$ cat config.mk
export PLATFORM = sky130hd
export DESIGN_NAME = lsu_unit
export DESIGN_NICKNAME = d
export VERILOG_FILES = /design/src/rtl/lsu_unit.sv
export SDC_FILE = /design/constraint.sdc
export NUM_CORES = 1
export LEC_CHECK = 0
export ABC_AREA = 1
export ABC_CLOCK_PERIOD_IN_PS = 2250
export BUFFER_PORTS_ARGS = -buffer_cell sky130_fd_sc_hd__buf_2
export CORE_MARGIN = 3
export CORE_UTILIZATION = 50
export CTS_CLUSTER_SIZE = 24
export DETAILED_ROUTE_END_ITERATION = 10
export PLACE_DENSITY = 0.92
export REMOVE_ABC_BUFFERS = 1
export SLEW_MARGIN = 20
export SYNTH_ARGS = -nofsm -noshare
export SYNTH_HDL_FRONTEND = slang
export SYNTH_SLANG_ARGS = --single-unit
$ cat constraint.sdc
create_clock -name clk -period 2.25 [get_ports clk]
set_clock_uncertainty 0.1 [all_clocks]
set_input_delay 0.225 -clock clk [delete_from_list [all_inputs] [get_ports clk]]
set_output_delay 0.225 -clock clk [all_outputs]
set_load 0.01 [all_outputs]
$ cat src/rtl/lsu_unit.sv
// Load/store unit: turns an ALU effective address plus rs2 into one req/gnt/rvalid
// data-memory transaction and returns aligned, extended load data for writeback.
module lsu_unit #(
  parameter int unsigned TIMEOUT = 255
) (
  input  logic        clk,
  input  logic        rst_n,
  input  logic        start,
  input  logic        is_store,
  input  logic [2:0]  funct3,
  input  logic [31:0] addr,
  input  logic [31:0] store_data,
  output logic        busy,
  output logic        done,
  output logic [31:0] load_data,
  output logic        err_misalign,
  output logic        err_access,
  output logic        mem_req,
  output logic        mem_we,
  output logic [31:0] mem_addr,
  output logic [3:0]  mem_be,
  output logic [31:0] mem_wdata,
  input  logic        mem_gnt,
  input  logic        mem_rvalid,
  input  logic [31:0] mem_rdata
);

  localparam logic [1:0] S_IDLE = 2'd0;
  localparam logic [1:0] S_REQ  = 2'd1;
  localparam logic [1:0] S_WAIT = 2'd2;
  localparam logic [1:0] S_RESP = 2'd3;

  localparam int CW = $clog2(TIMEOUT + 2);
  // The last WAIT cycle is the one where the counter would step onto TIMEOUT.
  localparam logic [CW-1:0] CNT_LAST = CW'((TIMEOUT == 0) ? 0 : TIMEOUT - 1);

  logic [1:0]    state;
  logic [CW-1:0] cnt;
  logic          st_q;
  logic [2:0]    f3_q;
  logic [1:0]    off_q;

  logic          bad_access;
  logic [3:0]    be_calc;
  logic [31:0]   wdata_calc;
  logic [31:0]   shifted;
  logic [31:0]   load_ext;
  logic          timeout_hit;

  always_comb begin
    bad_access = (funct3 == 3'b011) || (funct3[2:1] == 2'b11) || (is_store && funct3[2])
               || (funct3[1:0] == 2'b01 && addr[0])
               || (funct3[1:0] == 2'b10 && addr[1:0] != 2'b00);
    case (funct3[1:0])
      2'b00: begin
        be_calc    = 4'b0001 << addr[1:0];
        wdata_calc = {4{store_data[7:0]}};
      end
      2'b01: begin
        be_calc    = 4'b0011 << addr[1:0];
        wdata_calc = {2{store_data[15:0]}};
      end
      default: begin
        be_calc    = 4'b1111;
        wdata_calc = store_data;
      end
    endcase
  end

  always_comb begin
    shifted = mem_rdata >> {off_q, 3'b000};
    case (f3_q)
      3'b000:  load_ext = {{24{shifted[7]}}, shifted[7:0]};
      3'b001:  load_ext = {{16{shifted[15]}}, shifted[15:0]};
      3'b100:  load_ext = {24'b0, shifted[7:0]};
      3'b101:  load_ext = {16'b0, shifted[15:0]};
      default: load_ext = shifted;
    endcase
  end

  assign timeout_hit = (TIMEOUT != 0) && (cnt == CNT_LAST);

  // Every output is a register; done/err_* are set only on the edge entering RESP.
  always_ff @(posedge clk or negedge rst_n) begin
    if (!rst_n) begin
      state        <= S_IDLE;
      cnt          <= '0;
      st_q         <= 1'b0;
      f3_q         <= 3'b000;
      off_q        <= 2'b00;
      busy         <= 1'b0;
      done         <= 1'b0;
      err_misalign <= 1'b0;
      err_access   <= 1'b0;
      load_data    <= 32'h0;
      mem_req      <= 1'b0;
      mem_we       <= 1'b0;
      mem_addr     <= 32'h0;
      mem_be       <= 4'b0000;
      mem_wdata    <= 32'h0;
    end else begin
      done         <= 1'b0;
      err_misalign <= 1'b0;
      err_access   <= 1'b0;
      case (state)
        S_IDLE: begin
          if (start) begin
            st_q      <= is_store;
            f3_q      <= funct3;
            off_q     <= addr[1:0];
            load_data <= 32'h0;
            busy      <= 1'b1;
            if (bad_access) begin
              state        <= S_RESP;
              done         <= 1'b1;
              err_misalign <= 1'b1;
            end else begin
              state     <= S_REQ;
              mem_req   <= 1'b1;
              mem_we    <= is_store;
              mem_addr  <= {addr[31:2], 2'b00};
              mem_be    <= be_calc;
              mem_wdata <= wdata_calc;
            end
          end
        end
        S_REQ: begin
          if (mem_gnt) begin
            mem_req <= 1'b0;
            mem_we  <= 1'b0;
            cnt     <= '0;
            if (st_q) begin
              state <= S_RESP;
              done  <= 1'b1;
            end else begin
              state <= S_WAIT;
            end
          end
        end
        S_WAIT: begin
          if (mem_rvalid) begin
            load_data <= load_ext;
            state     <= S_RESP;
            done      <= 1'b1;
          end else if (timeout_hit) begin
            state      <= S_RESP;
            done       <= 1'b1;
            err_access <= 1'b1;
          end else begin
            cnt <= cnt + CW'(1);
          end
        end
        default: begin
          state <= S_IDLE;
          busy  <= 1'b0;
        end
      endcase
    end
  end

endmodule
==> run metrics <==
# IOs about 210; area grow syn2layout 34.41%; initial core utilization 0.5235; Worst-Margin Slew ~0.74 ns; Worst slew margin 0.5044; worst hold path class in -> reg; Clock Pin Slew Worst Setup and Hold Paths around 0.060 ns; fin util 0.7037; Hold WS 0.01082 ns; worst reg2reg path endpoint mem_wdata[7]; post-route insts no fill between 1k and 1.5k; Vias about 6.8k; Tot Pwr between 10 and 15 mW; worst hold endpoint mem_wdata[19]; Final setup viols 0; Peak VDD IR slightly above 0.8 mV; most frequent cell after synthesis nand2_1; H-Tree Depth 4; Final GP Congestion just under 0.9; clk_lat worst skew about 0.42 ns; Rows 39; P per Cell Area between 1000 and 1500 nW/um2; Synth top cells by count nand2_1 (444), dfrtp_1 (121), inv_1 (45); Slew Limit Fails 0; Post-CTS Setup Bufs 0; initial drt markers 694; CTS tree built; EDFF count, synth 0; synth top area cells dfrtp_1 (50%), nand2_1 (27%), nand3_1 (3.4%); Min-Delay Path Depth 5; Post-DP Area approximately 7200 um2; top_reg_cell synth dfrtp_1; R2R depth 7; hpwl dp 11,970 um; status completed; Cell variety after synth 27; # Max-Cap Violations 0; sequential element share of the synthesized area 0.4959; Seq cells post-synth 121; Seq. cell area about 3000 um2; area of the mapped netlist approximately 6100 um2; fmax between 0.4 and 0.5 GHz; P_leak ~4.7 nW; Cells after Synth about 800; critical hold path startpoint store_data[19]; Die ar. roughly 14,000 um2; Fillers around 850; GRT Residual Overflow 0; Design Area, Final 8207 um2; asr flop ratio synth 1.000; unrepaired setup endpoints after global routing no; minimum clock period 2.145 ns; DRC viols 0; vias per cell roughly 5.6; first-pass GRT wire length 33,540 um; fin crit share 0.9534; clk sinks between 100 and 150; Die H between 100 and 150 um; CTS buffer count 17; Inst Count DP about 1.1k; vias in the first global route around 6.7k; Data arrival, critical path between 2 and 2.5 ns; initial antenna violation count 0; Die Wd 116.5 um; Worst Path Class, Setup reg -> reg; CP Launch Type register; layout cell share with drive strength beyond 1 0.2512; Avg Cell Area, Syn between 7 and 8 um2; Final Hold Violating Endpoints 0; Final ANT Viol Nets 0; leading area contributor after synthesis dfrtp_1; overall routing resource usage 0.3233; Synth top area share 0.4959; maximum root-to-sink buffer count 2; area of the multi-input gates 2624 um2; Nets about 1.2k; wire per inst 17.67 um; Yosys Warn Count 0; Worst setup EP type register; worst r2r src state[0]; r2r setup slk around 0.10 ns; Core Region around 12,000 um2; Clock Tree Root clkbuf_16; CP Max Fanout 66; 1st-pass router iterations 6; WL final 21,540 um; Crit path required time between 2 and 2.5 ns; Buffers on Ports ~210; pin count of the biggest net entering global routing 72
## cell type report
class,instances,area share
timing repair buffer,262,0.1921
clock inverter,9,0.01403
antenna,1,0.0003049
sequential,121,0.3690
multi-input combinational,609,0.3197
tap,143,0.02180
clock buffer,23,0.05946
inverter,51,0.02363
## kinds of logic after synthesis
family / after synthesis / share of synthesized area
other cells: 1 / 0.0006142
mux: 1 / 0.001844
flops: 121 / 0.4959
compound gates: 82 / 0.07521
simple gates: 515 / 0.3332
buf+inv: 95 / 0.07664
fa+ha+maj: 6 / 0.01229
xor+xnor: 3 / 0.004304
## routing by layer
metal | routed length (um) | vias up | GRT usage
met4 | 1103 | 0 | 0.1678
li1 | - | 3037 | -
met1 | 7644 | 3073 | 0.3881
met3 | 2640 | 122 | 0.1031
met2 | 10150 | 539 | 0.5225
met5 | 0 | - | 0
## metrics by stage
| step | setup TNS, ns | setup WS (ns) |
|---|---|---|
| 3_3_place_gp | 0 | 0.2363 |
| 2_1_floorplan | -73.91 | -1.120 |
| 6_report | 0 | 0.1048 |
| 3_5_place_dp | 0 | 0.1158 |
| 5_1_grt | 0 | 0.01549 |
| 4_1_cts | 0 | 0.03533 |
## registers in the layout (all words and copies together) (netlist names), 2 cells and up
name	flops
cnt	9
f3_q	3
load_data	32
mem_addr	30
mem_be	4
mem_wdata	32
off_q	2
state	2
## worst max-delay path by stage
stage | start | end | slack [ns]
global route | state[1] | mem_wdata[28] | 0.02
detailed placement | state[0] | mem_addr[22] | 0.12
finish | state[0] | mem_wdata[7] | 0.10
floorplan | state[0] | mem_addr[10] | -1.12
CTS | state[0] | mem_wdata[17] | 0.04
global placement | state[0] | mem_wdata[27] | 0.24
## placed cells by master (no fill, tap or decap), types with 3 or more instances in the layout
master	count
inv_2	5
o21ai_0	35
nor2_2	4
clkbuf_8	4
clkinvlp_4	5
dfrtp_1	121
clkbuf_16	17
o21ai_1	6
o211ai_1	16
buf_4	12
nand4_1	4
buf_2	207
nand2_1	443
nand3_1	42
nor2_1	15
dlygate4sd3_1	41
ha_1	6
a21oi_1	22
nand3_2	3
inv_1	45
## timing repair
action,CTS,global route
hold buffers,41,0
endpoints found under the setup margin,0,51
endpoints found under the hold margin,161,0
gates resized for setup,0,3
## critical path, cell delays in order, from the launching register on
cell	delay (ns)
dfrtp_1	0.42
inv_1	0.11
ha_1	0.23
nand2_1	0.13
nor2_4	0.16
buf_4	0.56
nand2_1	0.18
nand2_1	0.16
## power by group
part	switching [mW]	total, mW	internal (mW)
clock network	1.03	2.78	1.75
registers	0.681	3.79	3.11
logic	2.95	4.54	1.59
total	4.66	11.1	6.44
(Power assumes the default switching activity.)
